## config.mk

```make
export PLATFORM = sky130hd
export DESIGN_NAME = cnt_arbiter
export DESIGN_NICKNAME = d
export VERILOG_FILES = /design/src/rtl/cnt_pkg.sv /design/src/rtl/cnt_core.sv /design/src/rtl/cnt_arbiter.sv
export SDC_FILE = /design/constraint.sdc
export NUM_CORES = 1
export LEC_CHECK = 0
export BUFFER_PORTS_ARGS = -buffer_cell sky130_fd_sc_hd__buf_2
export CAP_MARGIN = 10
export CORE_MARGIN = 5
export CORE_UTILIZATION = 30
export CTS_BUF_LIST = sky130_fd_sc_hd__clkbuf_8
export CTS_CLUSTER_DIAMETER = 40
export DETAILED_ROUTE_END_ITERATION = 10
export GPL_ROUTABILITY_DRIVEN = 0
export GPL_TIMING_DRIVEN = 0
export SLEW_MARGIN = 20
export SYNTH_ARGS = -nofsm -noshare
export SYNTH_HDL_FRONTEND = slang
export SYNTH_SLANG_ARGS = --single-unit
```

## constraint.sdc

```tcl
create_clock -name clk -period 2.5 [get_ports clk]
set_clock_uncertainty 0.05 [all_clocks]
set_input_delay 0.5 -clock clk [delete_from_list [all_inputs] [get_ports clk]]
set_output_delay 0.5 -clock clk [all_outputs]
set_load 0.03 [all_outputs]
```

## src/rtl/cnt_pkg.sv

```systemverilog
// Shared constants, FSM state type and the step function for cnt_arbiter.
package cnt_pkg;

  localparam int CW      = 10;
  localparam int MIN     = -263;
  localparam int MAX     = 269;
  localparam int INV     = -47;
  localparam int UP_STEP = 4;
  localparam int DN_STEP = 10;
  localparam int RST_VAL = 17;

  // Decision points of the step rules, at one bit wider than the count
  localparam logic signed [CW:0] UP_SKIP_AT = (CW+1)'(INV - UP_STEP);
  localparam logic signed [CW:0] UP_SAT_GT  = (CW+1)'(MAX - UP_STEP);
  localparam logic signed [CW:0] DN_SKIP_AT = (CW+1)'(INV + DN_STEP);
  localparam logic signed [CW:0] DN_SAT_LT  = (CW+1)'(MIN + DN_STEP);
  localparam logic signed [CW:0] UP_ONE     = (CW+1)'(UP_STEP);
  localparam logic signed [CW:0] DN_ONE     = (CW+1)'(DN_STEP);

  typedef enum logic {IDLE, BURST} state_t;

  typedef struct packed {
    logic signed [CW-1:0] val;
    logic                 sat;
  } step_t;

  // One step from cnt in the given direction; hops over INV, holds at the limits.
  function automatic step_t next_cnt(input logic signed [CW-1:0] cnt, input logic up);
    logic signed [CW:0] wide;
    logic signed [CW:0] res;
    step_t              s;
    wide  = {cnt[CW-1], cnt};
    res   = wide;
    s.sat = 1'b0;
    if (up) begin
      if (wide == UP_SKIP_AT)     res = wide + UP_ONE + UP_ONE;
      else if (wide > UP_SAT_GT)  s.sat = 1'b1;
      else                        res = wide + UP_ONE;
    end else begin
      if (wide == DN_SKIP_AT)     res = wide - DN_ONE - DN_ONE;
      else if (wide < DN_SAT_LT)  s.sat = 1'b1;
      else                        res = wide - DN_ONE;
    end
    s.val = CW'(res);
    return s;
  endfunction

endpackage

```

## src/rtl/cnt_core.sv

```systemverilog
// Counter register: applies one step per enabled cycle, flags held steps.
module cnt_core
  import cnt_pkg::*;
(
  input  logic                 clk,
  input  logic                 rst,
  input  logic                 en,
  input  logic                 mode,
  output logic signed [CW-1:0] cnt,
  output logic                 sat
);

  step_t nxt;

  assign nxt = next_cnt(cnt, mode);

  // Count register and the registered saturation pulse
  always_ff @(posedge clk) begin
    if (rst) begin
      cnt <= CW'(RST_VAL);
      sat <= 1'b0;
    end else begin
      sat <= en & nxt.sat;
      if (en) cnt <= nxt.val;
    end
  end

endmodule

```

## src/rtl/cnt_arbiter.sv

```systemverilog
// Round-robin arbiter granting bursts of counter steps to two requesters.
// Handshake: req[i] is a level; gnt[i] stays high for the whole burst and the
// burst continues only while req[i] stays high; dropping req[i] aborts it
// with no further step and no done pulse.
module cnt_arbiter
  import cnt_pkg::*;
(
  input  logic                 clk,
  input  logic                 rst,
  input  logic [1:0]           req,
  input  logic [1:0]           dir,
  input  logic [2:0]           len0,
  input  logic [2:0]           len1,
  output logic [1:0]           gnt,
  output logic [1:0]           done,
  output logic                 sat,
  output logic signed [CW-1:0] cnt,
  output state_t               fsm_state
);

  state_t     state, state_nx;
  logic       owner, owner_nx;
  logic       ptr, ptr_nx;
  logic       mode_q, mode_nx;
  logic [2:0] remaining, rem_nx;
  logic [1:0] done_nx;
  logic       step_en;

  // State, ownership, pointer, remaining count and done register
  always_ff @(posedge clk) begin
    if (rst) begin
      state     <= IDLE;
      owner     <= 1'b0;
      ptr       <= 1'b0;
      mode_q    <= 1'b0;
      remaining <= 3'd0;
      done      <= 2'b00;
    end else begin
      state     <= state_nx;
      owner     <= owner_nx;
      ptr       <= ptr_nx;
      mode_q    <= mode_nx;
      remaining <= rem_nx;
      done      <= done_nx;
    end
  end

  // Arbitration in IDLE, stepping and burst termination in BURST
  always_comb begin
    state_nx = state;
    owner_nx = owner;
    ptr_nx   = ptr;
    mode_nx  = mode_q;
    rem_nx   = remaining;
    done_nx  = 2'b00;
    step_en  = 1'b0;
    case (state)
      IDLE: begin
        if (|req) begin
          owner_nx = (req == 2'b11) ? ptr : req[1];
          mode_nx  = dir[owner_nx];
          rem_nx   = owner_nx ? len1 : len0;
          state_nx = BURST;
        end
      end
      BURST: begin
        if (!req[owner]) begin
          state_nx = IDLE;
          ptr_nx   = ~owner;
        end else begin
          step_en = 1'b1;
          if (remaining == 3'd0) begin
            done_nx[owner] = 1'b1;
            state_nx       = IDLE;
            ptr_nx         = ~owner;
          end else begin
            rem_nx = remaining - 3'd1;
          end
        end
      end
      default: state_nx = IDLE;
    endcase
  end

  assign gnt       = (state == BURST) ? (owner ? 2'b10 : 2'b01) : 2'b00;
  assign fsm_state = state;

  cnt_core u_core (
    .clk  (clk),
    .rst  (rst),
    .en   (step_en),
    .mode (mode_q),
    .cnt  (cnt),
    .sat  (sat)
  );

endmodule

```

==> reports/results.ini <==
[run_status]
status=completed

[routing]
vias_per_cell=5.07
drt_iter0_markers=141
firstDrtPassIters=4
totalWireLength_um=3880
dr_total_vias=1445
wl_per_cell_um=13.6
postRouteAntennaNets=0
drc=0

[global_route]
grtUsageMet3_pct=1.52
antenna_found_initial=0
overflow=0
globalRoute.busiestLayer=met2
grtUsageTotal_pct=12.0
grtUsageMet2_pct=18.4
grtUsageMet1_pct=16.6
grt_pass1_vias=1273
grt_max_degree=12
grt_pass1_wl_um=6270

[place]
dp_hpwl_um=2950
numPlacedInstances=281
port-buffer-count=26

[hold_path]
hold_start=remaining[1]$_SDFFE_PP0P_
min_to=remaining[1]$_SDFFE_PP0P_
hold_depth=2
hp-class=reg -> reg

[pwr]
ir_worst_vdd_mv=0.222
powerDensity_nw_per_um2=540
cellLeakagePower_nw=0.716

[clocking]
clockBufferDepth=2
cts_buffers=3
cts_max_level=1
tritoncts=yes
clock_latency_ns=0.27
path_clk_slew_ns=0.09
root_buffer=clkbuf_8
postCtsSetupRepairBufs=0
cts_sinks=19

[timing]
max_slew_margin_pct=63.7
fmax_mhz=430
finalMaxSlewViolations=0
holdWs_ns=0.417
period_needed_ns=2.33
tightest_slew_ns=0.544
setup_tns_ns=0
rsz0062_at_grt=no
final_hold_viol_count=0
setup_viol=0
post-route-period-util_pct=93.0

[setup_path]
crit_path_start_kind=flop
worst_path_max_delay_cell=dfxtp_1
required_ns=2.61
crit_arrival_ns=2.44
slowest_delay_ns=0.59
path_buf_inv=1
worstSetupPathDepth=7
cp-end-kind=flop
r2r_setup_slack_ns=0.17
crit_path_max_fanout=10
crit_family=compound AO/OA/AOI/OAI gates
timing.rr.start=u_core.cnt[3]$_SDFFE_PP0P_
worstSetupPathType=reg -> reg
rr_endpoint=u_core.cnt[4]$_SDFFE_PP1P_
reg2reg_depth=7
crit_chain=inv_1 -> ha_1 -> and2_1 -> a32oi_2 -> o311ai_4 -> or2_1 -> o31a_1

[yosys]
ys_ff_latch=19
synth.avg_cell_area_sq_um=8.51
yosysWarnings=0
syn-cell-area_sq_um=1570
ys_seq_area_share_pct=24.2
netlist_instances=185
synth_cell_types=52
syn_nets=210
ys.flop_type=dfxtp_1
synth-async-reset-ratio_pct=0
synth_edf_count=0

[floorplan]
die_y_um=82.4
core_area_sq_um=5110
dieArea_sq_um=6800
chipWidth_um=82.4
io_pins=28
num_rows=26
start_util_pct=30.8

[final_layout]
area_growth_pct=16.9
stdcell_count=285
nets=241
finalCoreUtilization_pct=36.0
drive_gt1_share_pct=21.9
antenna_cells=0

[run]
maxCapViolCount=0

[Yosys cell counts, types with 2 or more instances]
cell | instances | share of area (%)
dfxtp_1 | 19 | 24
ha_1 | 13 | 10
a21oi_1 | 12 | 3.8
inv_1 | 12 | 2.9
nor2_1 | 12 | 2.9
nand2_1 | 10 | 2.4
xnor2_1 | 8 | 4.5
nor3_1 | 7 | 2.2
clkbuf_1 | 5 | 1.2
o21ai_1 | 5 | 1.6
or3_1 | 5 | 2.0
a211oi_1 | 4 | 1.9
mux2i_1 | 4 | 2.5
nand3_1 | 4 | 1.3
nand4_1 | 4 | 1.6
nor2b_1 | 4 | 1.6
xor2_1 | 4 | 2.2
a31oi_1 | 3 | 1.2
buf_2 | 3 | 0.95
buf_6 | 3 | 2.1
mux2_1 | 3 | 2.1
nor4b_1 | 3 | 1.7
o211ai_1 | 3 | 1.4
a22oi_1 | 2 | 0.95
and2_1 | 2 | 0.79
and3_1 | 2 | 0.79
nand3b_1 | 2 | 0.95
o31a_1 | 2 | 1.1
o32ai_2 | 2 | 2.1
[cell families (layout without fill, tap and decap cells)]
family / after synthesis / after routing / share of synthesized area (%)
simple gates: 61 / 61 / 22.0
xor+xnor: 12 / 12 / 6.68
mux: 7 / 7 / 4.69
flops: 19 / 19 / 24.2
other cells: 1 / 1 / 0.238
buf+inv: 24 / 54 / 7.63
compound gates: 48 / 48 / 24.2
fa+ha+maj: 13 / 13 / 10.3
[placed cells by master, fill, tap and decap left out, types with 3 or more instances in the layout]
cell type	count
buf_2	29
dfxtp_1	18
ha_1	13
inv_1	12
nor2_1	12
a21oi_1	12
nand2_1	10
xnor2_1	8
nor3_1	7
clkbuf_1	5
o21ai_1	5
or3_1	5
nor2b_1	4
mux2i_1	4
nand4_1	4
xor2_1	4
nand3_1	4
a211oi_1	4
buf_6	3
nor4b_1	3
a31oi_1	3
o211ai_1	3
mux2_1	3
clkbuf_8	3
[through the flow]
step / total power [W] / setup WS [ns] / cell area [sq um]
floorplan: 0.000675 / 0.150 / 1570
global placement: 0.000763 / 0.0665 / 1790
detailed placement: 0.000765 / 0.0285 / 1790
CTS: 0.00100 / 0.0170 / 1840
global route: 0.00106 / 0.0139 / 1840
finish: 0.000994 / 0.175 / 1840
[per-layer routing]
| metal | wire length [um] | vias to the layer above |
|---|---|---|
| met5 | 0 | - |
| met4 | 91 | 0 |
| met3 | 225 | 6 |
| met2 | 1740 | 37 |
| met1 | 1830 | 670 |
| li1 | - | 732 |
[worst reg2reg max path, cell delays in order (launching register included)]
cell	delay, ns
dfxtp_1	0.59
inv_1	0.11
ha_1	0.19
and2_1	0.16
a32oi_2	0.30
o311ai_4	0.13
or2_1	0.34
o31a_1	0.34
[power breakdown]
group	switching (W)	internal, W
Clock	0.000125	0.000111
Sequential	0.0000306	0.000334
Combinational	0.000233	0.000161
[flip-flops by register name (all words and copies together), names as in the netlist]
name        count
ptr             1
fsm_state       1
remaining       3
mode_q          1
done            2
owner           1
u_core.sat      1
u_core.cnt      9
[timing repair]
item,4_1_cts,5_1_grt
hold buffers,0,0
gates resized for setup,0,1
setup endpoints to repair,0,1
[worst max path at each step]
| stage | endpoint | start |
|---|---|---|
| 2_1_floorplan | u_core.cnt[4]$_SDFFE_PP1P_ | u_core.cnt[2]$_SDFFE_PP0P_ |
| 3_3_place_gp | u_core.cnt[4]$_SDFFE_PP1P_ | u_core.cnt[2]$_SDFFE_PP0P_ |
| 3_5_place_dp | u_core.cnt[4]$_SDFFE_PP1P_ | u_core.cnt[2]$_SDFFE_PP0P_ |
| 4_1_cts | u_core.cnt[4]$_SDFFE_PP1P_ | u_core.cnt[2]$_SDFFE_PP0P_ |
| 5_1_grt | u_core.cnt[4]$_SDFFE_PP1P_ | u_core.cnt[3]$_SDFFE_PP0P_ |
| 6_report | u_core.cnt[4]$_SDFFE_PP1P_ | u_core.cnt[3]$_SDFFE_PP0P_ |
[layout make-up]
type / count / area [sq um]
buffer: 12 / 75.1
clock buffer: 3 / 41.3
clock inverter: 1 / 5.00
fill: 548 / 3270
inverter: 12 / 45.0
multi-input combinational: 142 / 1070
sequential: 19 / 382
tap: 70 / 87.6
timing repair buffer: 26 / 130
Power figures use the tool's default switching activity.
